File: config.mk
export PLATFORM = sky130hd
export DESIGN_NAME = cp0_regs
export DESIGN_NICKNAME = d
export VERILOG_FILES = /design/src/rtl/cp0_regs.sv
export SDC_FILE = /design/constraint.sdc
export NUM_CORES = 1
export LEC_CHECK = 0
export CAP_MARGIN = 20
export CORE_ASPECT_RATIO = 2
export CORE_MARGIN = 10
export CORE_UTILIZATION = 35
export DETAILED_ROUTE_END_ITERATION = 12
export PLACE_DENSITY = 0.72
export SYNTH_ARGS = -nofsm -noshare
export SYNTH_HDL_FRONTEND = slang
export SYNTH_SLANG_ARGS = --single-unit
File: constraint.sdc
create_clock -name clk -period 3.4 [get_ports clk]
set_clock_uncertainty 0.2 [all_clocks]
set_input_delay 1.02 -clock clk [delete_from_list [all_inputs] [get_ports clk]]
set_output_delay 1.02 -clock clk [all_outputs]
set_load 0.05 [all_outputs]
File: src/rtl/cp0_regs.sv
// cp0_regs: Coprocessor-0 register block at the write-back end of the pipeline.
//
// Holds BadVAddr, Count, Compare, Status, Cause and EPC. It takes MTC0 commits
// from MEM/WB and exception/ERET commits from the exception unit, and raises
// the interrupt request. The MFC0 read port is combinational and bypasses a
// write to the same register that is committing in the same cycle.
//
// Build option: define CP0_TIMER_EN to include the Count/Compare timer and the
// TI interrupt. Without it, addresses 9 and 11 read 0 and TI is constant 0.
//
// Ports:
//   clk, rst                 clock, synchronous active-high reset
//   wb_cp0_write_enable/addr/data   MTC0 commit port
//   read_addr, read_data     MFC0 read port (combinational, bypassed)
//   hw_int                   external interrupt levels (registered once)
//   exception, exc_code, exc_pc, exc_in_delay_slot, exc_badvaddr
//                            exception commit pulse and its attributes
//   eret                     ERET commit pulse
//   status_o, cause_o, epc_o current register values
//   int_req                  interrupt pending and enabled
module cp0_regs (
    input  logic        clk,
    input  logic        rst,
    input  logic        wb_cp0_write_enable,
    input  logic [4:0]  wb_cp0_write_addr,
    input  logic [31:0] wb_cp0_write_data,
    input  logic [4:0]  read_addr,
    output logic [31:0] read_data,
    input  logic [5:0]  hw_int,
    input  logic        exception,
    input  logic [4:0]  exc_code,
    input  logic [31:0] exc_pc,
    input  logic        exc_in_delay_slot,
    input  logic [31:0] exc_badvaddr,
    input  logic        eret,
    output logic [31:0] status_o,
    output logic [31:0] cause_o,
    output logic [31:0] epc_o,
    output logic        int_req
);

    localparam logic [4:0] ADDR_BADVADDR = 5'd8;
    localparam logic [4:0] ADDR_COUNT    = 5'd9;
    localparam logic [4:0] ADDR_COMPARE  = 5'd11;
    localparam logic [4:0] ADDR_STATUS   = 5'd12;
    localparam logic [4:0] ADDR_CAUSE    = 5'd13;
    localparam logic [4:0] ADDR_EPC      = 5'd14;

    logic [31:0] badvaddr_q, badvaddr_d;
    logic [31:0] epc_q, epc_d;
    logic [7:0]  im_q, im_d;
    logic        exl_q, exl_d;
    logic        ie_q, ie_d;
    logic        bd_q, bd_d;
    logic [1:0]  ip_sw_q, ip_sw_d;
    logic [4:0]  exc_code_q, exc_code_d;
    logic [5:0]  hw_int_q, hw_int_d;
    logic        ti;
    logic        mtc0_commit;
    logic [5:0]  ip_hw;
    logic [31:0] status_val, cause_val;

    // An MTC0 only takes effect when neither an exception nor an ERET commits
    // in the same cycle; the lower-priority event is simply lost.
    assign mtc0_commit = wb_cp0_write_enable & ~exception & ~eret;

    assign ip_hw      = {hw_int_q[5] | ti, hw_int_q[4:0]};
    assign status_val = {9'b0, 1'b1, 6'b0, im_q, 6'b0, exl_q, ie_q};
    assign cause_val  = {bd_q, ti, 14'b0, ip_hw, ip_sw_q, 1'b0, exc_code_q, 2'b0};

    assign status_o = status_val;
    assign cause_o  = cause_val;
    assign epc_o    = epc_q;
    assign int_req  = ie_q & ~exl_q & (|(im_q & cause_val[15:8]));

`ifdef CP0_TIMER_EN
    logic [31:0] count_q, count_d;
    logic [31:0] compare_q, compare_d;
    logic        tick_q, tick_d;
    logic        ti_q, ti_d;

    assign ti = ti_q;

    // Timer: Count advances on every other cycle. TI latches when the stored
    // Count matches the stored Compare, and a committed Compare write clears
    // it, overriding a set in the same cycle.
    always_comb begin
        tick_d    = ~tick_q;
        count_d   = count_q + {31'b0, tick_q};
        compare_d = compare_q;
        ti_d      = ti_q | (count_q == compare_q);
        if (mtc0_commit && (wb_cp0_write_addr == ADDR_COUNT)) begin
            count_d = wb_cp0_write_data;
        end
        if (mtc0_commit && (wb_cp0_write_addr == ADDR_COMPARE)) begin
            compare_d = wb_cp0_write_data;
            ti_d      = 1'b0;
        end
    end

    // Timer state registers.
    always_ff @(posedge clk) begin
        if (rst) begin
            count_q   <= 32'b0;
            compare_q <= 32'b0;
            tick_q    <= 1'b0;
            ti_q      <= 1'b0;
        end else begin
            count_q   <= count_d;
            compare_q <= compare_d;
            tick_q    <= tick_d;
            ti_q      <= ti_d;
        end
    end
`else
    assign ti = 1'b0;
`endif

    // Next-state for the architectural registers. Exceptions only update EPC
    // and BD when not already at exception level, so nested faults keep the
    // original return address.
    always_comb begin
        badvaddr_d = badvaddr_q;
        epc_d      = epc_q;
        im_d       = im_q;
        exl_d      = exl_q;
        ie_d       = ie_q;
        bd_d       = bd_q;
        ip_sw_d    = ip_sw_q;
        exc_code_d = exc_code_q;
        hw_int_d   = hw_int;
        if (exception) begin
            if (!exl_q) begin
                epc_d = exc_in_delay_slot ? (exc_pc - 32'd4) : exc_pc;
                bd_d  = exc_in_delay_slot;
            end
            exl_d      = 1'b1;
            exc_code_d = exc_code;
            if ((exc_code == 5'd4) || (exc_code == 5'd5)) begin
                badvaddr_d = exc_badvaddr;
            end
        end else if (eret) begin
            exl_d = 1'b0;
        end
        if (mtc0_commit) begin
            case (wb_cp0_write_addr)
                ADDR_STATUS: begin
                    im_d  = wb_cp0_write_data[15:8];
                    exl_d = wb_cp0_write_data[1];
                    ie_d  = wb_cp0_write_data[0];
                end
                ADDR_CAUSE: ip_sw_d = wb_cp0_write_data[9:8];
                ADDR_EPC:   epc_d   = wb_cp0_write_data;
                default: ;
            endcase
        end
    end

    // Architectural state registers.
    always_ff @(posedge clk) begin
        if (rst) begin
            badvaddr_q <= 32'b0;
            epc_q      <= 32'b0;
            im_q       <= 8'b0;
            exl_q      <= 1'b0;
            ie_q       <= 1'b0;
            bd_q       <= 1'b0;
            ip_sw_q    <= 2'b0;
            exc_code_q <= 5'b0;
            hw_int_q   <= 6'b0;
        end else begin
            badvaddr_q <= badvaddr_d;
            epc_q      <= epc_d;
            im_q       <= im_d;
            exl_q      <= exl_d;
            ie_q       <= ie_d;
            bd_q       <= bd_d;
            ip_sw_q    <= ip_sw_d;
            exc_code_q <= exc_code_d;
            hw_int_q   <= hw_int_d;
        end
    end

    // MFC0 read mux. A write to the register being read returns the value
    // that write will leave behind, after masking off read-only fields.
    always_comb begin
        logic bypass;
        bypass    = wb_cp0_write_enable && (wb_cp0_write_addr == read_addr);
        read_data = 32'b0;
        case (read_addr)
            ADDR_BADVADDR: read_data = badvaddr_q;
            ADDR_STATUS:   read_data = bypass ?
                {9'b0, 1'b1, 6'b0, wb_cp0_write_data[15:8], 6'b0, wb_cp0_write_data[1:0]} :
                status_val;
            ADDR_CAUSE:    read_data = bypass ?
                {bd_q, ti, 14'b0, ip_hw, wb_cp0_write_data[9:8], 1'b0, exc_code_q, 2'b0} :
                cause_val;
            ADDR_EPC:      read_data = bypass ? wb_cp0_write_data : epc_q;
`ifdef CP0_TIMER_EN
            ADDR_COUNT:    read_data = bypass ? wb_cp0_write_data : count_q;
            ADDR_COMPARE:  read_data = bypass ? wb_cp0_write_data : compare_q;
`endif
            default:       read_data = 32'b0;
        endcase
    end

endmodule

==> results_dict.tcl, run 1 <==
set metrics [dict create \
    status "finished, violations left" \
    violations "negative setup slack" \
    die_h_um 197 \
    cts_root_buf "clkbuf_16" \
    ant_nets 0 \
    min_to "badvaddr_q[31]" \
    pre_cts_ws_ps -958 \
    r2r_slack_ps 1290 \
    cts_tree "done" \
    top_layer "met4" \
    syn-mean-instance-area_um2 7.99 \
    setup_ws_ps -475 \
    first_global_vias 6553 \
    finalCriticalPeriod_ps 3870 \
    max_cap_violations 0 \
    p_total_mw 3.11 \
    hold_buffers 0 \
    max-slew-margin-rel_pct 54.5 \
    wirelength_um 26100 \
    cp_max_fo 6 \
    synth_top_area_share_pct 32.1 \
    hold_depth 2 \
    routedWlPerCell_um 22.4 \
    cts.sinks 88 \
    synth.cell_area_mm2 0.00548 \
    p_comb_share_pct 28.3 \
    syn2layout_area_growth_pct 77.0 \
    num_io_pins 252 \
    fin_cells 1162 \
    synth_edf_count 0 \
    synthTopCellsByArea "dfxtp_1 (32%), mux2i_1 (8.8%), nand2_1 (8.7%)" \
    min-delay-start "badvaddr_q[31]" \
    cts_buffer_depth 2 \
    overflow 0 \
    finalCoreUtilization_pct 63.1 \
    yosys_warnings 0 \
    switchingPower_mw 1.00 \
    port_buffers 211 \
    synthTopCellsByCount "nand2_1 (127), dfxtp_1 (88), a21oi_1 (50)" \
    finalSetupTns_ps -12720 \
    timing.fmax_mhz 258 \
    final_area_mm2 0.00970 \
    finalNetCount 1079 \
    row_count 64 \
    coreArea_mm2 0.0154 \
    cts.clk_slew.worst_paths_ps 70 \
    die_area_mm2 0.0214 \
    vias 6190 \
    viasPerCell 5.33 \
    route.met2.wl_um 14500 \
    hold_path.class "register to register" \
    n_fill_cell 1287 \
    whs_ps 258 \
    power.leakage_nw 3.43 \
    synth_ff_type "dfxtp_1" \
    async_flop_share_pct 0 \
    drc 0 \
    dr_wl_met3_um 1310 \
    dp.cells 1127 \
    grt_antenna_before_repair 4 \
    cp.arrival_ps 2650 \
    rsz0062_at_grt "true" \
    cellPowerDensity_mw_per_mm2 321 \
    start_util_pct 35.7 \
    synth-seq-cells 88 \
    drv_slew 0 \
    finalHoldViolCount 0 \
    yosysTopAreaCell "dfxtp_1" \
    cts_buffers 9 \
    synth.distinct_cells 63 \
    grt_max_degree 45 \
    switching_share_pct 32.2 \
    grt_pass1_wl_um 37400 \
    cp.required_ps 2180 \
    r2r-start "exl_q" \
    wl_met1_um 8640 \
    ir_drop_uv 241 \
    clockPowerShare_pct 35.8 \
    period_share_pct 114 \
    worstSkewPairLatency_ps 340 \
    power_frac_seq_pct 35.9 \
    setup_viol 32 \
    tightestPinTransition_ps 683 \
    seq_area_frac_synth_pct 32.1 \
    syn-instance-count 686 \
    reg2reg_depth 5 \
    worstSetupStartpointType "input port" \
    htree_levels 3 \
    worstSetupPathType "input port to primary output" \
    regToRegEndpoint "epc_o[0]" \
    drive_gt1_share_pct 25.4 \
    power.internal_mw 2.11 \
    post_dp_cell_area_mm2 0.00876 \
    drt_iter0_markers 315 \
    dr.pass1.iters 4 \
    dieWidth_um 108 \
    grt.total_usage_pct 23.2 \
    hpwl_um 20200 \
    cp-end-kind "primary output" \
    yosysMostFrequentCell "nand2_1" \
    gp_congestion 0.904 \
]
-- sequential cells by signal (all words and copies together), names as in the netlist --
| name | cells |
|---|---|
| epc_o | 32 |
| exc_code_q | 5 |
| bd_q | 1 |
| exl_q | 1 |
| ip_sw_q | 2 |
| hw_int_q | 6 |
| badvaddr_q | 32 |
| im_q | 8 |
| ie_q | 1 |
-- kinds of logic after synthesis --
family	after synthesis	synth area share [%]
compound gates	160	18.6
xor+xnor	25	3.99
fa+ha+maj	1	0.228
buf+inv	95	10.2
flops	88	32.1
mux	54	10.0
other cells	2	0.137
simple gates	261	24.7
-- power groups by stage --
stage          sequential [mW]  combinational, mW  clock [mW]
2_1_floorplan             1.24              0.351           0
3_3_place_gp              1.13              0.818           0
3_5_place_dp              1.13              0.824           0
4_1_cts                   1.12              0.857        1.13
5_1_grt                   1.12              0.925        1.17
6_report                  1.12              0.881        1.11
-- layout by cell type (no fill, tap or decap), types with 6 or more instances in the layout --
cell and instances:
a31oi_1 6, dfxtp_1 88, buf_4 79, mux2i_1 33, buf_8 9, mux2i_4 13
xor2_1 7, nor2b_1 6, xnor2_1 13, o21ai_4 22, clkdlybuf4s50_1 166, a211oi_1 12
a22oi_1 14, nand3_1 10, conb_1 40, o211ai_1 8, or3_1 9, clkbuf_16 15
nand2_1 126, o21ai_0 14, nor3_1 9, nor2_1 47, buf_6 14, buf_12 31
a21oi_1 50
-- how the worst max path moves through the flow --
stage / from / endpoint / slack, ps
floorplan: read_addr[0] / read_data[12] / -540
global placement: wb_cp0_write_addr[1] / read_data[7] / -920
detailed placement: wb_cp0_write_addr[1] / read_data[7] / -960
CTS: read_addr[0] / read_data[14] / -500
global route: wb_cp0_write_enable / read_data[26] / -510
finish: wb_cp0_write_enable / read_data[29] / -470
-- timing repair --
| action | CTS | global route |
|---|---|---|
| pin swaps | 11 | 22 |
| buffers inserted | 8 | 6 |
| gates resized for setup | 101 | 43 |
| endpoints found under the setup margin | 32 | 32 |
| gates cloned | 4 | 1 |
-- worst max-delay path, stage by stage --
cell and delay (ps):
dlygate4sd2_1 260, nand4_1 170, nor3_4 180, buf_12 140, buf_6 110, buf_12 140
mux2i_1 230, buf_4 160, o21ai_4 60, buf_12 160
-- layer usage --
| layer | vias up | global-route usage [%] |
|---|---|---|
| met5 | - | 0 |
| met1 | 2935 | 21.1 |
| li1 | 2900 | - |
| met3 | 75 | 3.82 |
| met4 | 0 | 15.9 |
| met2 | 280 | 44.3 |
-- area by class of cell --
type	instances	area, µm²	share of cell area (%)
Multi-Input combinational cell	541	3940	40.6
Timing Repair Buffer	311	3400	35.0
Sequential cell	88	1760	18.2
Antenna cell	4	10.0	0.103
Clock buffer	10	239	2.46
Clock inverter	6	91.3	0.942
Inverter	4	15.0	0.155
Tap cell	198	248	2.55
Power figures use the tool's default switching activity.
==> inputs of run 2 (changes only) <==
--- a/config.mk
+++ b/config.mk
@@ -10,7 +10,7 @@
 export CORE_MARGIN = 10
 export CORE_UTILIZATION = 35
 export DETAILED_ROUTE_END_ITERATION = 12
-export PLACE_DENSITY = 0.72
+export PLACE_DENSITY = 0.7
 export SYNTH_ARGS = -nofsm -noshare
 export SYNTH_HDL_FRONTEND = slang
 export SYNTH_SLANG_ARGS = --single-unit
==> constraint.sdc (replaced) <==
create_clock -name clk -period 5 [get_ports clk]
set_clock_uncertainty 0.2 [all_clocks]
set_input_delay 1.5 -clock clk [delete_from_list [all_inputs] [get_ports clk]]
set_output_delay 1.5 -clock clk [all_outputs]
set_load 0.05 [all_outputs]
==> results_dict.tcl, run 2 (synthesis gave the netlist of run 1 again) <==
set metrics [dict create \
    status "finished clean" \
    cts_tree "done" \
    num_io_pins 252 \
    first_global_vias 6033 \
    r2r_slack_ps 2950 \
    htree_levels 3 \
    overflow 0 \
    reg2reg_depth 5 \
    cts.sinks 88 \
    pre_cts_ws_ps -384 \
    finalCriticalPeriod_ps 4940 \
    post_dp_cell_area_mm2 0.00812 \
    finalHoldViolCount 0 \
    finalNetCount 1018 \
    worstSetupPathType "input port to primary output" \
    start_util_pct 35.7 \
    syn2layout_area_growth_pct 56.1 \
    dieWidth_um 108 \
    coreArea_mm2 0.0154 \
    die_h_um 197 \
    cts_buffer_depth 2 \
    row_count 64 \
    cp-end-kind "primary output" \
    r2r-start "exl_q" \
    cp.arrival_ps 3240 \
    grt_antenna_before_repair 4 \
    final_area_mm2 0.00855 \
    tightestPinTransition_ps 742 \
    viasPerCell 5.37 \
    port_buffers 211 \
    cellPowerDensity_mw_per_mm2 235 \
    cts.clk_slew.worst_paths_ps 70 \
    drive_gt1_share_pct 15.0 \
    worstSkewPairLatency_ps 350 \
    whs_ps 258 \
    rsz0062_at_grt "false" \
    max_cap_violations 0 \
    grt.total_usage_pct 21.7 \
    max-slew-margin-rel_pct 50.5 \
    gp_congestion 0.902 \
    wirelength_um 24200 \
    vias 5906 \
    power.leakage_nw 2.95 \
    regToRegEndpoint "epc_o[10]" \
    cp_max_fo 8 \
    hold_path.class "register to register" \
    hold_buffers 0 \
    timing.fmax_mhz 202 \
    ant_nets 0 \
    hpwl_um 19100 \
    ir_drop_uv 159 \
    cts_buffers 9 \
    drc 0 \
    die_area_mm2 0.0214 \
    mostFrequentLayoutCells "clkdlybuf4s50_1 (167), nand2_1 (127), dfxtp_1 (88), a21oi_1 (50), nor2_1 (47)" \
    layout_commonest_cell "clkdlybuf4s50_1" \
    min-delay-start "badvaddr_q[0]" \
    grt_pass1_wl_um 35000 \
    cts_root_buf "clkbuf_16" \
    hold_depth 2 \
    drt_iter0_markers 303 \
    worstSetupStartpointType "input port" \
    min_to "badvaddr_q[0]" \
    drv_slew 0 \
    finalCoreUtilization_pct 55.6 \
    routedWlPerCell_um 22.0 \
    cp.required_ps 3300 \
    setup_ws_ps 59.6 \
    grt_max_degree 58 \
    period_share_pct 98.8 \
    dr.pass1.iters 6 \
    setup_viol 0 \
]
run 2: per-stage QoR:
| stage | setup TNS, ps | total power, mW | std cells |
|---|---|---|---|
| 3_5_place_dp | -5230 | 1.29 | 1076 |
| 6_report | 0 | 2.01 | 1100 |
| 2_1_floorplan | 0 | 1.07 | 724 |
| 5_1_grt | 0 | 2.07 | 1100 |
| 4_1_cts | 0 | 2.01 | 1096 |
| 3_3_place_gp | -4250 | 1.29 | 1076 |
run 2: power breakdown:
group          internal, mW  switching (mW)
registers             0.730          0.0293
logic                 0.204           0.319
clock network         0.436           0.288
run 2: how the worst max path moves through the flow:
| stage | startpoint | endpoint | slack [ps] | cells past startpoint |
|---|---|---|---|---|
| 4_1_cts | wb_cp0_write_addr[4] | read_data[13] | 4 | 9 |
| 6_report | read_addr[3] | read_data[13] | 60 | 8 |
| 2_1_floorplan | read_addr[0] | read_data[11] | 3 | 7 |
| 3_3_place_gp | wb_cp0_write_addr[1] | read_data[16] | -360 | 8 |
| 3_5_place_dp | read_addr[1] | read_data[16] | -380 | 8 |
| 5_1_grt | wb_cp0_write_addr[4] | read_data[13] | 5 | 10 |
run 2: final cells by class:
cell class	instances	area (µm²)
Clock inverter	5	82.6
Antenna cell	4	10.0
Clock buffer	10	229
Multi-Input combinational cell	541	3410
Sequential cell	88	1760
Fill cell	1476	6820
Timing Repair Buffer	250	2800
Tap cell	198	248
Inverter	4	15.0
run 2: critical path: stages:
cell and delay, ps:
dlygate4sd2_1 300, xor2_2 210, nor3_4 220, buf_6 150, buf_16 130, mux2_2 330
o211ai_1 80, bufbuf_16 310
run 2: routing by layer:
metal	GRT usage (%)	vias to the layer above	share of wire [%]
met5	0	-	0
met4	15.0	0	6.1
met3	4.18	63	6.3
met2	40.3	265	54
met1	20.3	2806	33
li1	-	2772	-
run 2: what timing repair did:
item | 4_1_cts | 5_1_grt
endpoints found under the hold margin | 0 | 0
cloned | 2 | 0
resized for setup | 29 | 5
pin swaps | 5 | 5
setup buffers | 3 | 0
setup endpoints to repair | 32 | 27
==> inputs of run 3 (changes only) <==
--- a/config.mk
+++ b/config.mk
@@ -6,11 +6,12 @@
 export NUM_CORES = 1
 export LEC_CHECK = 0
 export CAP_MARGIN = 20
-export CORE_ASPECT_RATIO = 2
+export CORE_ASPECT_RATIO = 1.2
 export CORE_MARGIN = 10
 export CORE_UTILIZATION = 35
 export DETAILED_ROUTE_END_ITERATION = 12
 export PLACE_DENSITY = 0.7
+export REMOVE_ABC_BUFFERS = 1
 export SYNTH_ARGS = -nofsm -noshare
 export SYNTH_HDL_FRONTEND = slang
 export SYNTH_SLANG_ARGS = --single-unit
==> results_dict.tcl, run 3 (synthesis gave the netlist of run 1 again) <==
set metrics [dict create \
    status "finished clean" \
    cp_max_fo 6 \
    grt.total_usage_pct 19.5 \
    syn2layout_area_growth_pct 58.2 \
    cts_buffers 9 \
    cts_tree "done" \
    antenna_cells_inserted 0 \
    finalCoreUtilization_pct 55.9 \
    power.leakage_nw 2.99 \
    cellPowerDensity_mw_per_mm2 238 \
    finalNetCount 1023 \
    power.internal_mw 1.42 \
    hold_buffers 0 \
    crit_top_cell "buf_12" \
    gp_congestion 0.805 \
    num_io_pins 252 \
    dp.cells 1089 \
    finalHoldViolCount 0 \
    p_comb_share_pct 25.0 \
    wl_met1_um 8660 \
    drt_iter0_markers 303 \
    hold_path.class "register to register" \
    first_global_vias 5626 \
    route.met2.wl_um 10800 \
    max_stage_delay_ps 250 \
    ir_drop_uv 142 \
    ant_nets 0 \
    switching_share_pct 30.9 \
    switchingPower_uw 636 \
    cp.required_ps 3300 \
    cts.sinks 88 \
    worstSetupStartpointType "input port" \
    cp-end-kind "primary output" \
    timing.fmax_mhz 202 \
    setup_viol 0 \
    layout_commonest_cell "clkdlybuf4s50_1" \
    post_dp_cell_area_mm2 0.00817 \
    mostFrequentLayoutCells "clkdlybuf4s50_1 (167), nand2_1 (127), dfxtp_1 (88), a21oi_1 (50), nor2_1 (47)" \
    row_count 50 \
    drive_gt1_share_pct 15.6 \
    worstSkewPairLatency_ps 340 \
    fin_cells 1112 \
    grt_pass1_wl_um 32600 \
    crit_chain "clkdlybuf4s15_1 > xnor2_1 > nand4_1 > nor3_4 > buf_6 > buf_12 > buf_12 > mux2i_1 > o21ai_1 > buf_12" \
    drv_slew 0 \
    wirelength_um 21400 \
    start_util_pct 35.3 \
    setup_ws_ps 54.5 \
    crit_buf_inv 5 \
    slowest_stage "nor3_4" \
    worstSetupPathType "input port to primary output" \
    die_area_mm2 0.0211 \
    vias 5669 \
    max-slew-margin-rel_pct 38.8 \
    top_layer "met4" \
    power_frac_seq_pct 36.6 \
    finalCriticalPeriod_ps 4950 \
    cts_root_buf "clkbuf_16" \
    period_share_pct 98.9 \
    tightestPinTransition_ps 919 \
    grt_antenna_before_repair 0 \
    dieWidth_um 134 \
    cp.arrival_ps 3250 \
    die_h_um 157 \
    coreArea_mm2 0.0155 \
    final_area_mm2 0.00867 \
    hpwl_um 16100 \
    drc 0 \
    overflow 0 \
    dr.pass1.iters 5 \
    dr_wl_met3_um 1510 \
    clockPowerShare_pct 38.4 \
    cts_buffer_depth 2 \
    max_cap_violations 0 \
    port_buffers 211 \
    grt_max_degree 63 \
    critPathTopFamily "buffers and inverters" \
    cts.clk_slew.worst_paths_ps 70 \
    viasPerCell 5.10 \
    htree_levels 3 \
    routedWlPerCell_um 19.2 \
    pre_cts_ws_ps -250 \
]
==> run 3: cell count changes in the layout (fill, tap and decap cells not counted), moves of 2 or more <==
cell             previous run  this run
clkbuf_16                   9        11
clkinv_4                    2         0
o21ai_2                     2         5
clkbuf_2                    4         2
clkdlybuf4s15_1             1         4
o21ai_1                    22        17
o21ai_0                    14        16
mux2i_2                     2         0
buf_4                      32        36
diode_2                     4         0
clkinvlp_4                  0         2
==> run 3: worst paths after layout <==
path	from	endpoint	cells past startpoint	slack [ps]
worst min register to register	badvaddr_q[29]	badvaddr_q[29]	2	250
worst max-delay path	read_addr[0]	read_data[21]	10	50
worst max register to register	exl_q	epc_o[21]	4	2870
worst min-delay path	badvaddr_q[29]	badvaddr_q[29]	2	250
==> run 3: area by class of cell <==
class | instances | area [µm²]
tap | 208 | 260
timing repair buffer | 255 | 2860
clock inverter | 7 | 119
inverter | 4 | 15.0
fill | 1447 | 6840
clock buffer | 9 | 225
sequential | 88 | 1760
multi-input combinational | 541 | 3430
==> run 3: layer usage <==
metal | vias to the layer above | GRT usage [%]
li1 | 2784 | -
met1 | 2677 | 22.6
met2 | 188 | 33.7
met3 | 20 | 5.52
met4 | 0 | 6.12
met5 | - | 0
==> run 3: per-stage QoR <==
stage	TNS [ps]	hold slack, ps	power (mW)
2_1_floorplan	-55040	230	1.03
3_3_place_gp	-4810	243	1.27
3_5_place_dp	-5240	247	1.28
4_1_cts	0	257	2.07
5_1_grt	-37.1	273	2.14
6_report	0	255	2.06
==> run 3: power by group through the flow <==
stage | clock network [mW] | registers (mW) | logic (mW)
finish | 0.791 | 0.754 | 0.515
global route | 0.833 | 0.757 | 0.547
CTS | 0.808 | 0.753 | 0.513
detailed placement | 0 | 0.769 | 0.507
global placement | 0 | 0.768 | 0.503
floorplan | 0 | 0.849 | 0.178
==> run 3: timing repair <==
action	4_1_cts	5_1_grt
setup endpoints to repair	32	30
pin swaps	3	8
setup buffers	7	0
resized for setup	23	24
cloned	2	0
==> run 3: worst reg2reg max path, cell delays in order, from the launching register on <==
cell,delay (ps)
dfxtp_1,510
nand2b_1,720
nand2_1,280
nor2_1,200
a2111oi_2,70
